==> config.mk <==
export PLATFORM = sky130hd
export DESIGN_NAME = buffer_access_arbiter
export DESIGN_NICKNAME = d
export VERILOG_FILES = /design/src/rtl/buffer_pkg.sv /design/src/rtl/buf_ptr_counter.sv /design/src/rtl/buffer_access_arbiter.sv
export SDC_FILE = /design/constraint.sdc
export NUM_CORES = 1
export LEC_CHECK = 0
export CAP_MARGIN = 20
export CORE_ASPECT_RATIO = 1.4
export CORE_MARGIN = 3
export CORE_UTILIZATION = 50
export CTS_CLUSTER_DIAMETER = 40
export DETAILED_ROUTE_END_ITERATION = 8
export GPL_TIMING_DRIVEN = 1
export MAX_ROUTING_LAYER = met4
export PLACE_DENSITY = 0.85
export REMOVE_ABC_BUFFERS = 1
export SLEW_MARGIN = 20
export SYNTH_ARGS = -nofsm -noshare
export SYNTH_HDL_FRONTEND = slang
export SYNTH_SLANG_ARGS = --single-unit
==> constraint.sdc <==
create_clock -name clk -period 5.4 [get_ports clk]
set_input_delay 1.35 -clock clk [delete_from_list [all_inputs] [get_ports clk]]
set_output_delay 1.35 -clock clk [all_outputs]
set_load 0.005 [all_outputs]
==> src/rtl/buffer_pkg.sv <==
// Shared types and sizing for the packet buffer access arbiter.
// Optional error flag logic is enabled by defining BUF_ERR_EN.
package buffer_pkg;
  localparam int BUF_DEPTH = 64;
  localparam int BUF_PTR_W = $clog2(BUF_DEPTH);
  localparam int BUF_OCC_W = BUF_PTR_W + 1;

  typedef enum logic [1:0] {
    IDLE = 2'd0,
    RX   = 2'd1,
    TX   = 2'd2
  } mode_t;
endpackage

==> src/rtl/buf_ptr_counter.sv <==
// Power-of-two wrap counter used for the buffer write and read addresses.
module buf_ptr_counter #(
  parameter int W = 6
) (
  input  logic         clk,
  input  logic         rst,
  input  logic         clr_i,
  input  logic         inc_i,
  output logic [W-1:0] cnt_o
);
  logic [W-1:0] cnt_q;

  // Natural overflow of the W-bit register gives the mod-DEPTH wrap.
  always_ff @(posedge clk) begin
    if (rst || clr_i) cnt_q <= '0;
    else if (inc_i)   cnt_q <= cnt_q + W'(1);
  end

  assign cnt_o = cnt_q;
endmodule

==> src/rtl/buffer_access_arbiter.sv <==
// Arbitrates the shared packet buffer between the RX (USB store / AHB get) and
// TX (AHB store / USB get) paths. Define BUF_ERR_EN to build sticky err_flags.
module buffer_access_arbiter
  import buffer_pkg::*;
#(
  parameter int DEPTH = BUF_DEPTH,
  parameter int PTR_W = $clog2(DEPTH),
  parameter int OCC_W = PTR_W + 1
) (
  input  logic             clk,
  input  logic             rst,
  input  logic             clear,
  input  logic             rx_store_req,
  input  logic             tx_store_req,
  input  logic             rx_get_req,
  input  logic             tx_get_req,
  input  logic             rx_busy,
  input  logic             tx_busy,
  output logic             rx_store_gnt,
  output logic             tx_store_gnt,
  output logic             rx_get_gnt,
  output logic             tx_get_gnt,
  output logic             store_en,
  output logic             get_en,
  output logic [PTR_W-1:0] wr_ptr,
  output logic [PTR_W-1:0] rd_ptr,
  output logic [OCC_W-1:0] buffer_occupancy,
  output logic [1:0]       mode,
  output logic [2:0]       err_flags
);
  // Handshake: each *_req is a level held by the requester until the matching
  // *_gnt is seen high in the same cycle; a high gnt means the transfer happens
  // this cycle and the pointer/occupancy move on the following edge.

  mode_t            mode_q, mode_d;
  logic [OCC_W-1:0] occ_q, occ_d;
  logic             flush;
  logic             full, empty;
  logic             st, gt;

  assign flush = rst | clear;
  assign full  = (occ_q == OCC_W'(DEPTH));
  assign empty = (occ_q == '0);

  always_comb begin
    rx_store_gnt = 1'b0;
    tx_store_gnt = 1'b0;
    rx_get_gnt   = 1'b0;
    tx_get_gnt   = 1'b0;
    mode_d       = mode_q;
    occ_d        = occ_q;
    st           = 1'b0;
    gt           = 1'b0;
    if (!flush) begin
      case (mode_q)
        IDLE: begin
          // Buffer is empty in IDLE, so the winning store needs no room check.
          if (rx_store_req) begin
            rx_store_gnt = 1'b1;
            mode_d       = RX;
          end else if (tx_store_req) begin
            tx_store_gnt = 1'b1;
            mode_d       = TX;
          end
        end
        RX: begin
          rx_store_gnt = rx_store_req & ~full;
          rx_get_gnt   = rx_get_req & ~empty;
        end
        TX: begin
          tx_store_gnt = tx_store_req & ~full;
          tx_get_gnt   = tx_get_req & ~empty;
        end
        default: mode_d = IDLE;
      endcase
      st = rx_store_gnt | tx_store_gnt;
      gt = rx_get_gnt | tx_get_gnt;
      if (st && !gt)      occ_d = occ_q + OCC_W'(1);
      else if (gt && !st) occ_d = occ_q - OCC_W'(1);
      if (mode_q == RX && occ_d == '0 && !rx_busy) mode_d = IDLE;
      if (mode_q == TX && occ_d == '0 && !tx_busy) mode_d = IDLE;
    end
  end

  always_ff @(posedge clk) begin
    if (flush) begin
      mode_q <= IDLE;
      occ_q  <= '0;
    end else begin
      mode_q <= mode_d;
      occ_q  <= occ_d;
    end
  end

  assign store_en         = rx_store_gnt | tx_store_gnt;
  assign get_en           = rx_get_gnt | tx_get_gnt;
  assign buffer_occupancy = occ_q;
  assign mode             = mode_q;

  buf_ptr_counter #(.W(PTR_W)) u_wr_ptr (
    .clk   (clk),
    .rst   (rst),
    .clr_i (clear),
    .inc_i (store_en),
    .cnt_o (wr_ptr)
  );

  buf_ptr_counter #(.W(PTR_W)) u_rd_ptr (
    .clk   (clk),
    .rst   (rst),
    .clr_i (clear),
    .inc_i (get_en),
    .cnt_o (rd_ptr)
  );

`ifdef BUF_ERR_EN
  logic [2:0] err_q, err_d;

  // Bit order {conflict, underflow, overflow}; flags only fire with an owner.
  always_comb begin
    err_d = err_q;
    case (mode_q)
      RX: begin
        if (rx_store_req && full)  err_d[0] = 1'b1;
        if (rx_get_req && empty)   err_d[1] = 1'b1;
        if (tx_store_req)          err_d[2] = 1'b1;
      end
      TX: begin
        if (tx_store_req && full)  err_d[0] = 1'b1;
        if (tx_get_req && empty)   err_d[1] = 1'b1;
        if (rx_store_req)          err_d[2] = 1'b1;
      end
      default: err_d = err_q;
    endcase
  end

  always_ff @(posedge clk) begin
    if (flush) err_q <= '0;
    else       err_q <= err_d;
  end

  assign err_flags = err_q;
`else
  assign err_flags = 3'b000;
`endif
endmodule

Word level (Yosys, flattened, before mapping)
Cells that the tools add are included.
{"block": "word_totals", "ff_bits": 21, "inputBits": 9, "out_inout_bits": 30, "elab_cells": 62}
{"block": "classes", "add_sub_neg": 4, "n_eq_ne": 4, "muxes": 21, "bitwise": 12, "n_reduce_logical": 17}
{"cell": "2-to-1 mux 7 bit", "n": 3}
{"cell": "logical NOT 7 bit", "n": 2}
{"cell": "2-to-1 mux 1 bit", "n": 13}
{"cell": "adder 6 x 1 -> 6 bit (second input constant)", "n": 2}
{"cell": "adder 7 x 1 -> 7 bit (second input constant)", "n": 1}
{"cell": "equality test 7 bit (second input constant)", "n": 1}
{"cell": "subtractor 7 x 1 -> 7 bit (second input constant)", "n": 1}
{"cell": "logical AND 1 bit", "n": 6}
{"cell": "OR 1 bit", "n": 5}
{"cell": "bitwise AND 1 bit", "n": 4}
{"cell": "logical NOT 1 bit", "n": 4}
{"cell": "2-to-1 mux 2 bit", "n": 2}
{"cell": "one-hot mux 1 bit (2 select lines)", "n": 2}
{"cell": "one-hot mux 2 bit (2 select lines)", "n": 1}
{"cell": "inequality test 3 bit (second input constant)", "n": 1}
{"cell": "inverter 1 bit", "n": 3}
{"cell": "OR reduction 3 bit", "n": 1}
{"cell": "equality test 2 x 1 -> 1 bit (second input constant)", "n": 1}
{"cell": "equality test 2 bit (second input constant)", "n": 1}
{"cell": "logical NOT 2 bit", "n": 1}
{"cell": "AND reduction 2 bit", "n": 1}
{"cell": "OR reduction 2 bit", "n": 1}
{"cell": "logical OR 1 bit", "n": 1}

Logic depth before layout (Yosys ltp)
{"block": "logic_depth", "depth_word": 15, "depth_mapped": 10, "ltp_nobuf": 9}

By module
From an unflattened synthesis, not the netlist that was laid out.
{"block": "unflattened", "hier_cells": 174, "hier_area_um2": 1450.1}
{"mod": "buffer_access_arbiter", "instances": 1, "cells_per_inst": 122, "area_each_um2": 952.2}
{"mod": "buf_ptr_counter", "instances": 2, "cells_per_inst": 26, "area_each_um2": 249.0}

Worst setup path before layout
Ideal clock, no wire load.
{"block": "synth_path", "kind": "input to output", "from": "input port clear", "to": "output port get_en", "arrival_ns": 2.129, "slack_ns": 1.921, "cell_stages": 4, "n_path_buf": 2, "cell_sequence": "or2_2 -> clkbuf_1 -> clkbuf_1 -> nor2_1"}
{"block": "synth_between", "elab_chain_cells": 3, "word_cells_on_any_way": 4, "cone_classes": "mux (2); bitwise (2)"}
{"item": "from (decl)", "line_no": "buffer_access_arbiter.sv:12", "rtl": "input logic clear,"}
{"item": "OR 1 bit (*)", "line_no": "buffer_access_arbiter.sv:41", "rtl": "assign flush = rst | clear;"}
{"item": "2-to-1 mux 1 bit", "line_no": "buffer_access_arbiter.sv:54", "rtl": "if (!flush) begin"}
{"item": "OR 1 bit (*)", "line_no": "buffer_access_arbiter.sv:96", "rtl": "assign get_en = rx_get_gnt | tx_get_gnt;"}
{"item": "to (decl)", "line_no": "buffer_access_arbiter.sv:24", "rtl": "output logic get_en,"}
Mark *: on every way between the ends. The rest lies on a longest branch, timed or not.

Final worst setup path
{"block": "layout_path", "from": "input port clear", "to": "output port tx_get_gnt"}
{"block": "layout_between", "elab_chain_cells": 2}
{"item": "OR 1 bit", "line_no": "buffer_access_arbiter.sv:41"}
{"item": "2-to-1 mux 1 bit", "line_no": "buffer_access_arbiter.sv:54"}
{"item": "to (decl)", "line_no": "buffer_access_arbiter.sv:22", "rtl": "output logic tx_get_gnt,"}
No other way between the ends.

==> impl_metrics.toml <==
[pwr]
total_power_mw = 0.2962
peakVddDrop_mv = 0.1396
leakage_nw = 0.6073
power-per-cell-area_mw_per_mm2 = 174.9

[synthesis]
ys_ff_latch = 21
yosysSeqAreaShare_pct = 31.85
synth_top_cell_area_share_pct = 31.85
netlist_area_sq_mm = 0.001320
synth_area_leaders = "dfxtp_1, nor2_1, ha_1, xnor2_1, xor2_1"
synth.distinct_cells = 39
syn_inst = 159
yosys.area.top_type = "dfxtp_1"
ys_warn_count = 0
synth_area_per_cell_sq_um = 8.302

[floorplan]
initial_core_util_pct = 54.02
die_h_um = 66.80
design.core.area_sq_mm = 0.002444
die_w_um = 49.43
rows = 21
dieArea_sq_mm = 0.003301
ios = 39

[clock_tree]
ctsResizeCount = 0
clockRootBuffer = "clkbuf_4"
cts_hold_buffers = 0
cts_setup_buffers = 0
cts_max_path_buffers = 2
cts.sinks = 21
clk_latency_ns = 0.30
ctsHtreeMaxLevel = 1
cts_tree = "done"
numCtsBuffers = 3
path_clk_slew_ns = 0.10

[critical_path]
slowest_stage = "clkdlybuf4s50_1"
cp_max_fo = 26
r2r_cells = 9
crit_chain = "clkdlybuf4s50_1 -> or2_2 -> nor2_1 -> and3_1 -> clkdlybuf4s50_1"
r2r_slack_ns = 2.75
path_buf_inv = 2
arrival_ns = 3.10
cpMostUsedCell = "clkdlybuf4s50_1"
critPathLaunch = "clear"
worstSetupStartpointType = "primary input"
cp.required_ns = 4.05
end_kind = "output port"
r2r_end = "mode[0]$_SDFFE_PP0P_"
r2r_start = "buffer_occupancy[0]$_SDFF_PP0_"
critPathMaxStageDelay_ns = 0.51
critPathKind = "in -> out"
crit_family = "buffers and inverters"

[layout]
synthToLayoutAreaGrowth_pct = 28.34
antenna_cells = 0
nNetsFinal = 209
nFillCells = 227
drive_above_1_share_pct = 8.333
mostFrequentLayoutCell = "clkdlybuf4s50_1"
multi_input_area_sq_um = 832.0
seq_area_sq_um = 420.4
utilization_pct = 69.33
final_cells = 226
final_cell_mix = "clkdlybuf4s50_1, nor2_1, dfxtp_1, nand2_1, a21oi_1"

[place]
io_buffers = 35
hpwl_um = 2329
place.gp.congestion = 0.7872
placed_cells = 222

[detailed_routing]
vias = 1237
drt_first_pass_iters = 4
vias_per_cell = 5.473
drc_errors = 0
wire_per_inst_um = 13.14
dr.first_iter.drc_count = 22
drtAntennaViolNets = 0
finalWirelength_um = 2970

[timing]
tns_ns = 0
maxSlewViolCount = 0
fmax_mhz = 224.6
max_slew_margin_pct = 58.93
setup_violations = 0
hold_viol = 0
finalCritPeriodShare_pct = 82.44
period_needed_ns = 4.452
rsz0062_at_grt = "no"
fin_skew_ns = 0.009148
worstMarginPinSlew_ns = 0.6147

[worst_hold_path]
whs_endpoint = "u_rd_ptr.cnt_o[5]$_SDFFE_PP0P_"
hold_depth = 2
hold_start = "u_rd_ptr.cnt_o[5]$_SDFFE_PP0P_"
hold_path_class = "reg -> reg"

[grt]
grtUsageTotal_pct = 20.11
grt_max_degree = 27
grt_pass1_vias = 1258
grt-ovfl-total = 0
grt_pass1_wl_um = 5119
antenna_found_initial = 0

[status]
status = "complete, no violations"

[flow_run]
drv_cap = 0
-- synthesized netlist by cell type --
| cell | count |
|---|---|
| a21o_2 | 2 |
| nor4b_2 | 1 |
| nand4_1 | 6 |
| a32o_1 | 1 |
| o41ai_4 | 1 |
| ha_1 | 7 |
| and3_2 | 1 |
| o41a_1 | 1 |
| buf_6 | 1 |
| a22o_2 | 1 |
| mux2i_1 | 2 |
| nor2b_1 | 3 |
| clkbuf_1 | 3 |
| nand2_2 | 1 |
| nor3b_1 | 2 |
| nor3_1 | 2 |
| or4_1 | 1 |
| dfxtp_1 | 21 |
| o21ai_0 | 5 |
| o22ai_1 | 5 |
| xor2_1 | 7 |
| and3_1 | 2 |
| nand3_4 | 1 |
| or3b_4 | 1 |
| or3_1 | 2 |
| nand3b_1 | 1 |
| nor2_1 | 25 |
| or3_2 | 1 |
| o21ai_4 | 1 |
| o21a_1 | 2 |
| nor2_4 | 1 |
| buf_4 | 4 |
| nand3_1 | 6 |
| xnor2_1 | 7 |
| nand2_1 | 13 |
| conb_1 | 1 |
| inv_1 | 6 |
| or2_2 | 1 |
| a21oi_1 | 10 |
-- per-layer routing --
| layer | part of all wire [%] | vias up | GRT usage [%] |
|---|---|---|---|
| li1 | - | 610 | - |
| met1 | 41 | 560 | 21.18 |
| met2 | 51 | 52 | 36.07 |
| met3 | 4.2 | 15 | 2.237 |
| met4 | 3.8 | 0 | 12.11 |
| met5 | 0 | - | - |
-- kinds of logic (layout without fill, tap and decap cells) --
kind of cell | Yosys count | in the layout | share of synthesized area, %
other | 1 | 3 | 0.2841
AO/OA/AOI/OAI | 29 | 29 | 16.21
flip-flops | 21 | 21 | 31.85
buffers and inverters | 14 | 45 | 5.687
AND/OR/NAND/NOR | 71 | 71 | 28.53
adder cells (fa/ha/maj) | 7 | 7 | 6.635
XOR/XNOR | 14 | 14 | 9.289
multiplexers | 2 | 2 | 1.517
-- worst max path at each step --
stage                 endpoint  slack [ns]  depth (start not counted)
global placement    tx_get_gnt        0.99                          5
finish              tx_get_gnt        0.95                          5
CTS                 tx_get_gnt        0.95                          5
detailed placement  tx_get_gnt        0.95                          5
global route          store_en        0.82                          6
floorplan           rx_get_gnt        1.95                          3
-- where the power goes --
group | internal, mW | switching, mW | total (mW)
sequential | 0.157 | 0.00360 | 0.161
combinational | 0.0302 | 0.0319 | 0.0621
clock | 0.0288 | 0.0443 | 0.0731
-- stage by stage --
| step | setup WS, ns | cell area [sq um] | hold WS (ns) |
|---|---|---|---|
| 2_1_floorplan | 1.948 | 1275 | 0.4743 |
| 3_3_place_gp | 0.9947 | 1668 | 0.4673 |
| 3_5_place_dp | 0.9494 | 1668 | 0.4828 |
| 4_1_cts | 0.9454 | 1694 | 0.4977 |
| 5_1_grt | 0.8188 | 1694 | 0.5350 |
| 6_report | 0.9482 | 1694 | 0.4938 |
-- worst register-to-register path: cells and delay by family (launching register included) --
kind	cells	cell delay [ns]
AO/OA/AOI/OAI	4	0.90
AND/OR/NAND/NOR	2	0.71
adder cells (fa/ha/maj)	1	0.22
flip-flops	1	0.38
XOR/XNOR	1	0.21
buffers and inverters	1	0.15
-- area by class of cell --
cell class	instances	area share, %
Timing Repair Buffer	35	20.68
Tap cell	34	2.511
Inverter	6	1.329
Clock buffer	4	1.551
Multi-Input combinational cell	126	49.11
Sequential cell	21	24.82
-- state kept, by name (all words and copies together), names as in the netlist --
name / flops
u_wr_ptr.cnt_o: 6
u_rd_ptr.cnt_o: 6
buffer_occupancy: 7
mode: 2
Note: power is estimated with default switching activity, not from simulation.
